**config.mk**
```make
export PLATFORM = sky130hd
export DESIGN_NAME = eth_decap_core
export DESIGN_NICKNAME = d
export VERILOG_FILES = /design/src/rtl/eth_decap_core.sv
export SDC_FILE = /design/constraint.sdc
export NUM_CORES = 1
export LEC_CHECK = 0
export ABC_CLOCK_PERIOD_IN_PS = 5600
export CORE_AREA = 2 2 184 186
export CTS_CLUSTER_SIZE = 14
export DETAILED_ROUTE_END_ITERATION = 7
export DIE_AREA = 0 0 186 188
export PLACE_DENSITY = 0.57
export RECOVER_POWER = 25
export SKIP_LAST_GASP = 1
export SLEW_MARGIN = 20
export SYNTH_ARGS = -nofsm -noshare
export SYNTH_HDL_FRONTEND = slang
export SYNTH_SLANG_ARGS = --single-unit
```
**constraint.sdc**
```tcl
create_clock -name eth_clk -period 5.6 [get_ports eth_clk]
set_input_delay 1.12 -clock eth_clk [delete_from_list [all_inputs] [get_ports eth_clk]]
set_output_delay 1.12 -clock eth_clk [all_outputs]
set_load 0.005 [all_outputs]
```
**src/rtl/eth_decap_core.sv**
```systemverilog
// Receive-side NetTLP decapsulator: parses Eth/IPv4/UDP/NetTLP headers, filters on
// destination MAC/IP/UDP port and steers the payload into the TLP, CMD or CFG FIFO.
module eth_decap_core #(
  parameter logic [15:0] udp_port_mr  = 16'h3000,
  parameter logic [15:0] udp_port_cpl = 16'h4000,
  parameter logic [15:0] udp_port_cmd = 16'h3100,
  parameter logic [15:0] udp_port_cfg = 16'h3200
) (
  input  logic        eth_clk,
  input  logic        eth_rst_n,
  input  logic        eth_tvalid,
  output logic        eth_tready,
  input  logic [63:0] eth_tdata,
  input  logic [7:0]  eth_tkeep,
  input  logic        eth_tlast,
  input  logic        eth_tuser,
  input  logic [47:0] adapter_reg_srcmac,
  input  logic [31:0] adapter_reg_srcip,
  output logic        tlp_wr_en,
  output logic [73:0] tlp_din,
  input  logic        tlp_full,
  output logic        cmd_wr_en,
  output logic [63:0] cmd_din,
  input  logic        cmd_full,
  output logic        cfg_wr_en,
  output logic [63:0] cfg_din,
  input  logic        cfg_full,
  output logic [15:0] rx_seq,
  output logic [31:0] rx_tstamp,
  output logic [31:0] rx_drop_cnt,
  output logic [31:0] rx_err_cnt
);

  typedef enum logic [2:0] {S_HDR, S_NTHDR, S_TLP, S_CMD, S_CFG, S_DROP} state_t;

  localparam logic [47:0] BCAST_MAC = 48'hFFFF_FFFF_FFFF;

  state_t      state_q, state_d;
  logic [2:0]  bc_q, bc_d;
  logic        fail_q, fail_d;
  logic [15:0] seq_q, seq_d;
  logic [31:0] tstamp_q, tstamp_d;
  logic [31:0] drop_cnt_q, drop_cnt_d;
  logic [31:0] err_cnt_q, err_cnt_d;

  logic [7:0]  b0, b1, b2, b3, b4, b5, b6, b7;
  logic [15:0] dport, d_mr, d_cpl;
  logic        is_cmd, is_cfg, is_tlp, beat_fail;
  logic        rdy, accept, tlp_wr, cmd_wr, cfg_wr, tlp_err;
  logic        unused_keep_lo;

  // Wire byte i of a beat sits at eth_tdata[8*i +: 8].
  assign b0 = eth_tdata[7:0];
  assign b1 = eth_tdata[15:8];
  assign b2 = eth_tdata[23:16];
  assign b3 = eth_tdata[31:24];
  assign b4 = eth_tdata[39:32];
  assign b5 = eth_tdata[47:40];
  assign b6 = eth_tdata[55:48];
  assign b7 = eth_tdata[63:56];

  assign unused_keep_lo = ^eth_tkeep[3:0];

  assign dport  = {b4, b5};
  assign d_mr   = dport - udp_port_mr;
  assign d_cpl  = dport - udp_port_cpl;
  assign is_cmd = (dport == udp_port_cmd);
  assign is_cfg = (dport == udp_port_cfg);
  assign is_tlp = (d_mr < 16'd16) || (d_cpl < 16'd256);

  always_comb begin
    beat_fail = 1'b0;
    case (bc_q)
      3'd0: beat_fail = ({b0, b1, b2, b3, b4, b5} != adapter_reg_srcmac) &&
                        ({b0, b1, b2, b3, b4, b5} != BCAST_MAC);
      3'd1: beat_fail = ({b4, b5} != 16'h0800) || (b6 != 8'h45);
      3'd2: beat_fail = (b7 != 8'h11);
      3'd3: beat_fail = ({b6, b7} != adapter_reg_srcip[31:16]);
      3'd4: beat_fail = ({b0, b1} != adapter_reg_srcip[15:0]) || !(is_cmd || is_cfg || is_tlp);
      default: beat_fail = 1'b0;
    endcase
  end

  always_comb begin
    state_d    = state_q;
    bc_d       = bc_q;
    fail_d     = fail_q;
    seq_d      = seq_q;
    tstamp_d   = tstamp_q;
    drop_cnt_d = drop_cnt_q;
    err_cnt_d  = err_cnt_q;
    tlp_wr     = 1'b0;
    cmd_wr     = 1'b0;
    cfg_wr     = 1'b0;

    case (state_q)
      S_TLP:   rdy = !tlp_full;
      S_CMD:   rdy = !cmd_full;
      S_CFG:   rdy = !cfg_full;
      default: rdy = 1'b1;
    endcase
    rdy    = rdy & eth_rst_n;
    accept = eth_tvalid & rdy;

    if (accept) begin
      case (state_q)
        S_HDR: begin
          if (eth_tlast) begin
            drop_cnt_d = drop_cnt_q + 32'd1;
            bc_d       = 3'd0;
            fail_d     = 1'b0;
          end else if (bc_q == 3'd4) begin
            bc_d   = 3'd0;
            fail_d = 1'b0;
            if (fail_q || beat_fail) begin
              drop_cnt_d = drop_cnt_q + 32'd1;
              state_d    = S_DROP;
            end else if (is_cmd) begin
              state_d = S_CMD;
            end else if (is_cfg) begin
              state_d = S_CFG;
            end else begin
              state_d = S_NTHDR;
            end
          end else begin
            bc_d   = bc_q + 3'd1;
            fail_d = fail_q | beat_fail;
          end
        end
        S_NTHDR: begin
          if (eth_tlast) begin
            drop_cnt_d = drop_cnt_q + 32'd1;
            state_d    = S_HDR;
          end else begin
            seq_d    = {b2, b3};
            tstamp_d = {b4, b5, b6, b7};
            state_d  = S_TLP;
          end
        end
        S_TLP: begin
          tlp_wr = 1'b1;
          if (eth_tlast) begin
            if (eth_tuser) err_cnt_d = err_cnt_q + 32'd1;
            state_d = S_HDR;
          end
        end
        S_CMD, S_CFG: begin
          // The command/config payload is exactly one qword; anything longer is dropped.
          if (eth_tlast) begin
            if (eth_tuser) err_cnt_d = err_cnt_q + 32'd1;
            else if (state_q == S_CMD) cmd_wr = 1'b1;
            else cfg_wr = 1'b1;
            state_d = S_HDR;
          end else begin
            drop_cnt_d = drop_cnt_q + 32'd1;
            state_d    = S_DROP;
          end
        end
        S_DROP: begin
          if (eth_tlast) state_d = S_HDR;
        end
        default: state_d = S_HDR;
      endcase
    end
  end

  always_ff @(posedge eth_clk or negedge eth_rst_n) begin
    if (!eth_rst_n) begin
      state_q    <= S_HDR;
      bc_q       <= 3'd0;
      fail_q     <= 1'b0;
      seq_q      <= 16'd0;
      tstamp_q   <= 32'd0;
      drop_cnt_q <= 32'd0;
      err_cnt_q  <= 32'd0;
    end else begin
      state_q    <= state_d;
      bc_q       <= bc_d;
      fail_q     <= fail_d;
      seq_q      <= seq_d;
      tstamp_q   <= tstamp_d;
      drop_cnt_q <= drop_cnt_d;
      err_cnt_q  <= err_cnt_d;
    end
  end

  assign tlp_err    = eth_tuser & eth_tlast;
  assign eth_tready = rdy;
  assign tlp_wr_en  = tlp_wr;
  assign cmd_wr_en  = cmd_wr;
  assign cfg_wr_en  = cfg_wr;
  assign tlp_din    = tlp_wr ? {tlp_err, eth_tlast, (|eth_tkeep[7:4]) ? 8'hFF : 8'h0F,
                                b4, b5, b6, b7, b0, b1, b2, b3} : 74'd0;
  assign cmd_din    = cmd_wr ? {b0, b1, b2, b3, b4, b5, b6, b7} : 64'd0;
  assign cfg_din    = cfg_wr ? {b0, b1, b2, b3, b4, b5, b6, b7} : 64'd0;
  assign rx_seq      = seq_q;
  assign rx_tstamp   = tstamp_q;
  assign rx_drop_cnt = drop_cnt_q;
  assign rx_err_cnt  = err_cnt_q;

endmodule
```
==> out/results.txt <==
P&R area growth vs syn - 73.0%
worst ir drop on vdd - 0.174 mV
EDFF count, synth - 0
status - finished, violations left
largest net degree at the start of global routing - 78
Rows - 67
Synth Register Bits - 119
Clock power frac - 34.6%
total DRC errors in the routed layout - 0
Overflow after GRT - 0
Slew HR - -30.8%
internal power - 2.24 mW
CTS max path bufs - 2
Cells after Synth - 797
root buf cell - clkbuf_16
chip width - 186 µm
wire length on met2 - 17,500 µm
endpoints failing hold - 0
# port buffers - 473
number of buffers created by CTS - 17
top sig layer - met4
CP max FO - 65
P_leak - 5.53 nW
CTS clk-pin slew, worst paths - 0.06 ns
CTS HTree Levels - 4
Die Area - 0.0350 mm²
Max Clk Rate - 0.208 GHz
met3 WL - 2390 µm
Die Y - 188 µm
RePlAce Congestion - 0.825
Detailed Route WL - 34,800 µm
skew final - 0.0103 ns
fin. max-slew vios - 78
setup TNS - 0 ns
Met1 Wirelength - 14,300 µm
post-synthesis sequential area ratio - 37.9%
syn_nets - 964
most frequent cells in the layout - clkdlybuf4s50_1, and2_1, dfrtp_1
initial antenna violation count - 1
Iteration-0 DRC Markers - 313
Crit Path Category - in2out
Sw Ratio - 29.8%
HP Class - reg2reg
clock sink total - 119
commonest non-fill, non-tap cell in the layout - clkdlybuf4s50_1
RSZ-0062 raised after global routing - no
Critical Path AT - 3.69 ns
average cell area after synthesis - 9.86 µm²
first-pass GRT wire length - 50,400 µm
layout cells sized above 1 - 7.61%
CTS Hold Bufs - 0
worst slew pin tran - 1.96 ns
CTS tree - built
final net count - 1,416
startpoint types - input pin
Ports - 478
Critical Path RT - 4.48 ns
number of max-cap violations - 1
final setup fails - 0
vias in the first global route - 7,516
Post-CTS Repair Setup Buffers - 0
Logic pwr share - 32.1%
post-cts sizing count - 0
via count - 7,549
Netlist Area Pre-Place - 0.00786 mm²
Synth async-reset ratio - 100%
vias per inst - 4.41
First-pass DRT Iterations - 4
Synth Flop Type - dfrtp_1
period utilization - 85.9%
violated checks - capacitance limit, slew limit
initial core utilization - 23.7%
Ys Warns - 0
Worst-Skew Late Latency - 0.41 ns
overall power - 3.19 mW
Net Sw Power - 0.952 mW
min Tclk post-route - 4.81 ns
Reg power frac - 33.3%
Tot GR Track Use - 19.6%
Core ar. - 0.0331 mm²
final core occ - 41.1%
Final ANT Viol Nets - 0
DP HPWL - 26,200 µm
drt wl/cell - 20.3 µm
post-synthesis cell type count - 55
Crit. End Element - output port
PwrDens - 235 mW/mm²
-- through the flow --
| stage | setup WS, ns | area [µm²] | cells | hold WS, ns |
|---|---|---|---|---|
| final | 0.788 | 13600 | 1711 | 0.464 |
| after global placement | 0.827 | 13000 | 1678 | 0.458 |
| after CTS | 0.787 | 13600 | 1710 | 0.469 |
| after floorplan | 1.86 | 7860 | 797 | 0.465 |
| after global routing | 0.681 | 13600 | 1711 | 0.484 |
| after detailed placement | 0.791 | 13000 | 1678 | 0.460 |
-- registers in the layout, indices dropped and copies added, names as in the netlist --
name and flops:
bc_q 3, rx_err_cnt 32, fail_q 1, rx_drop_cnt 32, rx_tstamp 32, state_q 3
rx_seq 16
-- metal layers --
layer	vias to the layer above	track usage, %
met5	-	0
li1	3590	-
met1	3636	24.0
met4	0	4.94
met2	293	34.3
met3	30	4.76
-- cells in the mapped netlist (all sizes together), types with 3 or more instances --
| master | n | share of area, % |
|---|---|---|
| a21oi | 4 | 0.30 |
| and2 | 197 | 16 |
| and3 | 17 | 1.4 |
| and4 | 4 | 0.45 |
| buf | 21 | 2.1 |
| clkbuf | 27 | 1.3 |
| dfrtp | 119 | 38 |
| ha | 7 | 1.1 |
| inv | 11 | 0.53 |
| mux2 | 50 | 7.2 |
| mux2i | 3 | 0.54 |
| nand2 | 28 | 1.3 |
| nand2b | 4 | 0.32 |
| nand3 | 24 | 1.7 |
| nand4 | 51 | 4.6 |
| nor2 | 25 | 1.5 |
| nor2b | 6 | 0.48 |
| nor3 | 9 | 0.84 |
| nor4 | 15 | 1.4 |
| o21ai | 9 | 0.57 |
| xnor2 | 112 | 12 |
| xor2 | 30 | 3.3 |
-- cell type report --
type	instances	area [µm²]
clock buffers	20	457
repair buffers	481	4820
clock inverters	12	143
diodes	1	2.50
well taps	448	561
multi-input cells	619	4590
flip-flops and latches	119	2980
inverters	11	41.3
fillers	3305	19500
-- logic make-up after synthesis --
kind of cell | after synthesis | synth area share, %
adders and majority gates | 7 | 1.11
xor gates and xnor gates | 142 | 15.8
DFF | 119 | 37.9
AOI/OAI and AO/OA | 26 | 2.71
and+or+nand+nor | 391 | 30.8
muxes | 53 | 7.70
buffers and inverters | 59 | 3.93
-- critical path, cell delays in order --
cell,delay [ns]
clkdlybuf4s50_1,0.44
mux2i_4,0.20
o2111ai_4,0.24
or2_2,0.43
nor2_4,0.20
buf_12,0.29
and2_1,0.17
clkdlybuf4s50_1,0.55
-- power by group through the flow --
stage	clock network, mW	logic (mW)	registers (mW)
2_1_floorplan	0	0.399	1.07
3_3_place_gp	0	1.04	1.07
3_5_place_dp	0	1.04	1.08
4_1_cts	1.14	1.05	1.06
5_1_grt	1.19	1.09	1.08
6_report	1.11	1.02	1.06
-- final timing paths --
| kind | start | endpoint | slack [ns] | depth (start not counted) |
|---|---|---|---|---|
| setup / recovery | cmd_full | tlp_din[21] | 0.79 | 8 |
| hold reg to reg | rx_err_cnt[31] | rx_err_cnt[31] | 0.46 | 1 |
| min in group asynchronous | eth_rst_n | rx_err_cnt[16] | 1.00 | 2 |
| hold / removal | rx_err_cnt[31] | rx_err_cnt[31] | 0.46 | 1 |
| setup reg to reg | state_q[2] | rx_seq[14] | 2.68 | 7 |
| max in group asynchronous | eth_rst_n | rx_seq[13] | 2.29 | 3 |
(Power assumes the default switching activity.)
